`config.mk`:
```
export PLATFORM = sky130hd
export DESIGN_NAME = mod_updown_counter
export DESIGN_NICKNAME = d
export VERILOG_FILES = /design/src/rtl/counter_pkg.sv /design/src/rtl/mod_step_alu.sv /design/src/rtl/mod_updown_counter.sv
export SDC_FILE = /design/constraint.sdc
export NUM_CORES = 1
export LEC_CHECK = 0
export BUFFER_PORTS_ARGS = -buffer_cell sky130_fd_sc_hd__buf_4
export CAP_MARGIN = 20
export CORE_MARGIN = 2
export CORE_UTILIZATION = 45
export CTS_BUF_LIST = sky130_fd_sc_hd__clkbuf_4 sky130_fd_sc_hd__clkbuf_8
export CTS_CLUSTER_SIZE = 40
export DETAILED_ROUTE_END_ITERATION = 6
export PLACE_DENSITY_LB_ADDON = 0.1
export REMOVE_ABC_BUFFERS = 1
export SETUP_SLACK_MARGIN = 0.02
export SLEW_MARGIN = 10
export SYNTH_ARGS = -nofsm -noshare
export SYNTH_HDL_FRONTEND = slang
export SYNTH_SLANG_ARGS = --single-unit
export TNS_END_PERCENT = 100
```
`constraint.sdc`:
```
create_clock -name clk -period 2.4 [get_ports clk]
set_input_delay 0.6 -clock clk [delete_from_list [all_inputs] [get_ports clk]]
set_output_delay 0.6 -clock clk [all_outputs]
set_load 0.01 [all_outputs]
```
`src/rtl/counter_pkg.sv`:
```
// ----------------------------------------------------------------------------
// counter_pkg
// Shared constants for the modulo up/down counter family.
//   CTRL_*  : encodings of the 2-bit control input
//   MODE_*  : boundary handling selected by sat_mode
// ----------------------------------------------------------------------------
package counter_pkg;

    localparam logic [1:0] CTRL_HOLD = 2'b00;
    localparam logic [1:0] CTRL_INC  = 2'b01;
    localparam logic [1:0] CTRL_DEC  = 2'b10;
    localparam logic [1:0] CTRL_CLR  = 2'b11;

    localparam logic MODE_WRAP = 1'b0;
    localparam logic MODE_SAT  = 1'b1;

    // Step direction fed to the arithmetic unit.
    localparam logic DIR_UP   = 1'b0;
    localparam logic DIR_DOWN = 1'b1;

endpackage

```
`src/rtl/mod_step_alu.sv`:
```
// ----------------------------------------------------------------------------
// mod_step_alu
// Combinational next-count computation for one increment or decrement by s
// within the range 0..MODULO-1, wrapping or saturating at the boundaries.
// Ports:
//   i_count    current count (must be < MODULO)
//   i_step     effective step (already clamped to <= MODULO-1)
//   i_dir      DIR_UP / DIR_DOWN
//   i_sat_mode MODE_WRAP / MODE_SAT
//   o_next     next count
//   o_ovf      upper boundary crossed by this step
//   o_unf      lower boundary crossed by this step
// ----------------------------------------------------------------------------
module mod_step_alu
    import counter_pkg::*;
#(
    parameter int W      = 8,
    parameter int MODULO = 256
) (
    input  logic [W-1:0] i_count,
    input  logic [W-1:0] i_step,
    input  logic         i_dir,
    input  logic         i_sat_mode,
    output logic [W-1:0] o_next,
    output logic         o_ovf,
    output logic         o_unf
);

    // MODULO may equal 2^W, so the modulus and all sums carry one extra bit.
    localparam logic [W:0] LP_MOD = (W+1)'(MODULO);
    localparam logic [W:0] LP_MAX = LP_MOD - 1'b1;

    logic [W:0] w_cnt;
    logic [W:0] w_stp;
    logic [W:0] w_sum;
    logic [W:0] w_wrap_up;
    logic [W:0] w_diff;
    logic [W:0] w_wrap_dn;

    assign w_cnt     = {1'b0, i_count};
    assign w_stp     = {1'b0, i_step};
    assign w_sum     = w_cnt + w_stp;
    // Both operands are < MODULO, so one subtraction of MODULO suffices.
    assign w_wrap_up = w_sum - LP_MOD;
    assign w_diff    = w_cnt - w_stp;
    assign w_wrap_dn = w_cnt + LP_MOD - w_stp;

    always_comb begin
        o_next = i_count;
        o_ovf  = 1'b0;
        o_unf  = 1'b0;
        if (i_dir == DIR_UP) begin
            if (w_sum <= LP_MAX) begin
                o_next = w_sum[W-1:0];
            end else begin
                o_ovf  = 1'b1;
                o_next = (i_sat_mode == MODE_SAT) ? LP_MAX[W-1:0] : w_wrap_up[W-1:0];
            end
        end else begin
            if (w_stp <= w_cnt) begin
                o_next = w_diff[W-1:0];
            end else begin
                o_unf  = 1'b1;
                o_next = (i_sat_mode == MODE_SAT) ? '0 : w_wrap_dn[W-1:0];
            end
        end
    end

endmodule

```
`src/rtl/mod_updown_counter.sv`:
```
// ----------------------------------------------------------------------------
// mod_updown_counter
// Modulo-MODULO up/down counter with programmable step, synchronous parallel
// load, wrap/saturate boundary mode, overflow/underflow pulses and boundary
// flags. Priority each cycle: rst > load > control.
// Ports:
//   clk, rst     rising-edge clock, synchronous active-high reset
//   control      00 hold, 01 inc, 10 dec, 11 clear
//   load/load_val parallel load (clamped to MODULO-1)
//   step         inc/dec amount (clamped to MODULO-1)
//   sat_mode     0 wrap, 1 saturate
//   count        registered count
//   at_max/at_min combinational boundary flags
//   ovf/unf      registered one-cycle boundary-crossing pulses
// Optional build macro MOD_COUNTER_MATCH_EN adds:
//   match_val    compare value
//   match        registered pulse when count changes to match_val
// ----------------------------------------------------------------------------
module mod_updown_counter
    import counter_pkg::*;
#(
    parameter int W      = 8,
    parameter int MODULO = 256
) (
    input  logic         clk,
    input  logic         rst,
    input  logic [1:0]   control,
    input  logic         load,
    input  logic [W-1:0] load_val,
    input  logic [W-1:0] step,
    input  logic         sat_mode,
`ifdef MOD_COUNTER_MATCH_EN
    input  logic [W-1:0] match_val,
    output logic         match,
`endif
    output logic [W-1:0] count,
    output logic         at_max,
    output logic         at_min,
    output logic         ovf,
    output logic         unf
);

    generate
        if (W < 2 || MODULO < 2 || MODULO > (2 ** W)) begin : g_bad_param
            $error("mod_updown_counter: illegal W/MODULO combination");
        end
    endgenerate

    localparam logic [W:0]   LP_MOD   = (W+1)'(MODULO);
    localparam logic [W:0]   LP_MAX   = LP_MOD - 1'b1;
    localparam logic [W-1:0] LP_MAX_W = LP_MAX[W-1:0];

    logic [W-1:0] r_count;
    logic         r_ovf;
    logic         r_unf;

    logic [W-1:0] w_step_eff;
    logic [W-1:0] w_load_eff;
    logic [W-1:0] w_alu_next;
    logic         w_alu_ovf;
    logic         w_alu_unf;
    logic [W-1:0] w_count_nxt;
    logic         w_ovf_nxt;
    logic         w_unf_nxt;

    // Out-of-range step/load values saturate at the top of the range.
    assign w_step_eff = ({1'b0, step}     < LP_MOD) ? step     : LP_MAX_W;
    assign w_load_eff = ({1'b0, load_val} <= LP_MAX) ? load_val : LP_MAX_W;

    mod_step_alu #(
        .W      (W),
        .MODULO (MODULO)
    ) u_alu (
        .i_count    (r_count),
        .i_step     (w_step_eff),
        .i_dir      ((control == CTRL_DEC) ? DIR_DOWN : DIR_UP),
        .i_sat_mode (sat_mode),
        .o_next     (w_alu_next),
        .o_ovf      (w_alu_ovf),
        .o_unf      (w_alu_unf)
    );

    always_comb begin
        w_count_nxt = r_count;
        w_ovf_nxt   = 1'b0;
        w_unf_nxt   = 1'b0;
        if (load) begin
            w_count_nxt = w_load_eff;
        end else begin
            case (control)
                CTRL_INC: begin
                    w_count_nxt = w_alu_next;
                    w_ovf_nxt   = w_alu_ovf;
                end
                CTRL_DEC: begin
                    w_count_nxt = w_alu_next;
                    w_unf_nxt   = w_alu_unf;
                end
                CTRL_CLR: w_count_nxt = '0;
                default:  w_count_nxt = r_count;
            endcase
        end
    end

    always_ff @(posedge clk) begin
        if (rst) begin
            r_count <= '0;
            r_ovf   <= 1'b0;
            r_unf   <= 1'b0;
        end else begin
            r_count <= w_count_nxt;
            r_ovf   <= w_ovf_nxt;
            r_unf   <= w_unf_nxt;
        end
    end

`ifdef MOD_COUNTER_MATCH_EN
    logic r_match;

    // Pulse only on a change into match_val, so holding there stays quiet.
    always_ff @(posedge clk) begin
        if (rst) begin
            r_match <= 1'b0;
        end else begin
            r_match <= (w_count_nxt != r_count) && (w_count_nxt == match_val);
        end
    end

    assign match = r_match;
`endif

    assign count  = r_count;
    assign ovf    = r_ovf;
    assign unf    = r_unf;
    assign at_max = (r_count == LP_MAX_W);
    assign at_min = (r_count == '0);

endmodule

```
==> results_dict.tcl <==
set metrics [dict create \
    num_vias 1615 \
    overflow 0 \
    path_buf_inv 2 \
    netlist_area_um2 1474 \
    worstSkewPairLatency_ns 0.26 \
    crit_type "input port to flop" \
    worstMarginPinSlew_ns 0.4369 \
    first_global_vias 1509 \
    clock_sinks 10 \
    syn_inst 187 \
    reg2regPathDepth 9 \
    drv_slew 0 \
    drt_iter0_markers 71 \
    irDropWorstVdd_v 0.0002752 \
    finalCritPeriodShare 0.9809 \
    synth_cell_types 54 \
    synth_edf_count 0 \
    hold_viol_final 0 \
    track_usage 0.2399 \
    wl_per_cell_um 15.29 \
    timing.rr.start "count[0]$_SDFFE_PP0P_" \
    nNetsFinal 291 \
    reg2reg_to "count[2]$_SDFFE_PP0P_" \
    syn_to_final_growth_pct 40.24 \
    cellPowerDensity_nw_per_um2 437.7 \
    die_w_um 61.23 \
    cp_max_fo 3 \
    port_buffers 33 \
    dpl-instance-area_um2 1949 \
    cts_hold_buf 0 \
    regArea_um2 200.2 \
    p_leak_nw 0.9939 \
    htree_levels 1 \
    first_pass_iters 4 \
    max_freq_mhz 424.8 \
    core_area_um2 3078 \
    start_util 0.4789 \
    rsz0062_at_grt "yes" \
    startpoint_type "input port" \
    worstHoldStart "rst" \
    path_depth 10 \
    grt_start_max_net_pins 11 \
    cp_common_cell "buf_4" \
    gp_congestion 0.9064 \
    layout_min_cycle_time_ns 2.354 \
    final_util 0.6715 \
    hp-class "input port to flop" \
    io_pins 34 \
    worst_slew_margin_rel 0.7087 \
    multi_input_area_um2 1241 \
    yosys_most_used_dff "dfxtp_1" \
    clockRootBuffer "clkbuf_4" \
    fill_cells 277 \
    cap_violations 0 \
    wl_um 4434 \
    async_flop_share 0 \
    dp_hpwl_um 3577 \
    setup_violations 0 \
    die_area_um2 3749 \
    rows 20 \
    drc 0 \
    cp_slowest_cell "fa_2" \
    path_clk_slew_ns 0.06 \
    outcome "finished, final reports clean" \
    cp.arrival_ns 2.51 \
    clockBufferDepth 2 \
    crit_required_ns 2.55 \
    antenna_found_initial 0 \
    cpPeakStageDelay_ns 0.35 \
    ys_ff_latch 10 \
    die_h_um 61.23 \
    holdPathEnd "count[6]$_SDFFE_PP0P_" \
    regToRegSetupSlack_ns 0.13 \
    syn_area_per_cell_um2 7.882 \
    whs_path_depth 2 \
    diodes 0 \
    yosys_warnings 0 \
    yosysSeqAreaShare 0.1358 \
    cp-end-kind "flop" \
    cts-buffers-inserted 3 \
    viasPerCell 5.569 \
    grt_pass1_wl_um 6748 \
    drive_gt1_frac 0.3780 \
    crit_chain "buf_4 -> ha_1 -> fa_2 -> nor2b_4 -> o311ai_4 -> a2111oi_4 -> o21a_1 -> buf_4 -> o21ai_2 -> a31oi_1" \
    cts_tree "done" \
    clock-skew-final_ns 0.003915 \
    final_area_um2 2067 \
    crit_family "compound AO/OA/AOI/OAI gates" \
    ant_nets 0 \
]
metrics by stage:
stage | instances | setup TNS (ns) | worst slack (ns) | hold slack (ns) | power (W)
after global routing | 290 | 0 | 0.003365 | 0.5769 | 0.0009683
after detailed placement | 286 | -1.888 | -0.2836 | 0.5918 | 0.0007457
after global placement | 286 | -1.612 | -0.2364 | 0.5805 | 0.0007377
final | 290 | 0 | 0.04582 | 0.5841 | 0.0009046
after floorplan | 177 | -0.03324 | -0.03324 | 0.5604 | 0.0005165
after CTS | 289 | 0 | 0.03881 | 0.5765 | 0.0008675
area by class of cell:
cell class | instances | share of cell area
Timing Repair Buffer | 66 | 0.2397
Clock buffer | 3 | 0.01090
Sequential cell | 10 | 0.09685
Multi-Input combinational cell | 153 | 0.6005
Tap cell | 44 | 0.02663
Inverter | 14 | 0.02542
synth_stat cells (2+ instances only):
library cell / instances / area share
nor3b_1: 2 / 0.010
or3_1: 2 / 0.0085
xnor2_1: 5 / 0.030
clkbuf_1: 2 / 0.0051
o21bai_1: 6 / 0.031
o22ai_1: 2 / 0.0085
mux2i_1: 2 / 0.014
o21ai_0: 4 / 0.014
a311oi_1: 4 / 0.024
nor3_1: 5 / 0.017
ha_1: 19 / 0.16
dfxtp_1: 10 / 0.14
fa_1: 2 / 0.027
nor2b_1: 3 / 0.013
o21ai_1: 3 / 0.010
buf_2: 3 / 0.010
inv_1: 13 / 0.033
a211oi_1: 2 / 0.010
a2111oi_2: 2 / 0.020
buf_6: 3 / 0.023
nand2b_1: 4 / 0.017
o211ai_2: 2 / 0.017
a31oi_1: 4 / 0.017
or4_1: 2 / 0.010
a21oi_1: 10 / 0.034
o211a_1: 2 / 0.014
o21a_1: 3 / 0.015
nand4_1: 4 / 0.017
nor2_1: 16 / 0.041
nand2_1: 19 / 0.048
nand3_1: 4 / 0.014
state kept, by name, summed over array words and instances, names as in the netlist:
signal,flops
count,8
ovf,1
unf,1
how the worst max path moves through the flow:
stage / from / end / slack (ns)
after floorplan: step[0] / count[7]$_SDFFE_PP0P_ / -0.03
after global placement: step[0] / count[7]$_SDFFE_PP0P_ / -0.24
after detailed placement: step[0] / count[7]$_SDFFE_PP0P_ / -0.28
after CTS: step[0] / count[7]$_SDFFE_PP0P_ / 0.04
after global routing: step[0] / count[2]$_SDFFE_PP0P_ / 0.003
final: step[0] / count[2]$_SDFFE_PP0P_ / 0.05
where the power goes:
group	internal (W)	leakage (nW)	switching (W)	total, W
combinational	0.000284	0.898	0.000303	0.000587
clock	0.0000579	0.0138	0.0000563	0.000114
sequential	0.000182	0.0826	0.0000209	0.000203
worst reg2reg max path, cell delays in order, from the launching register on:
cell and delay, ns:
dfxtp_1 0.36, ha_1 0.23, fa_2 0.35, nor2b_4 0.14, o311ai_4 0.35, a2111oi_4 0.13
o21a_1 0.22, buf_4 0.14, o21ai_2 0.14, a31oi_1 0.10
timing repair:
action,4_1_cts,5_1_grt
pin swaps,0,9
setup endpoints to repair,3,8
resized for setup,1,14
hold endpoints to repair,0,0
buffers inserted,0,1
cells in the final DEF (no fill, tap or decap), types with 3 or more instances in the layout:
cell,n
a21oi_1,9
a311oi_1,3
a31oi_1,3
buf_4,66
clkbuf_4,3
dfxtp_1,10
ha_1,19
inv_1,13
nand2_1,19
nand2b_1,4
nand3_1,3
nand4_1,4
nor2_1,16
nor2b_1,3
nor3_1,5
o21a_1,3
o21ai_0,3
o21bai_1,6
xnor2_1,5
per-layer routing:
layer | global-route usage | wire (µm) | vias to the layer above
met4 | 0.03416 | 76 | 0
met3 | 0.03992 | 225 | 7
met1 | 0.3202 | 1876 | 760
met5 | 0 | 0 | -
met2 | 0.4149 | 2255 | 54
li1 | - | - | 794
logic make-up (layout without fill, tap and decap cells):
group                    after synthesis  in the layout  synth area share
XOR/XNOR                               6              6           0.03565
buffers and inverters                 24             83           0.08149
adder cells (fa/ha/maj)               21             21            0.1885
flip-flops                            10             10            0.1358
multiplexers                           3              3           0.02122
AO/OA/AOI/OAI                         53             53            0.2852
AND/OR/NAND/NOR                       70             70            0.2521
Power figures use the tool's default switching activity.
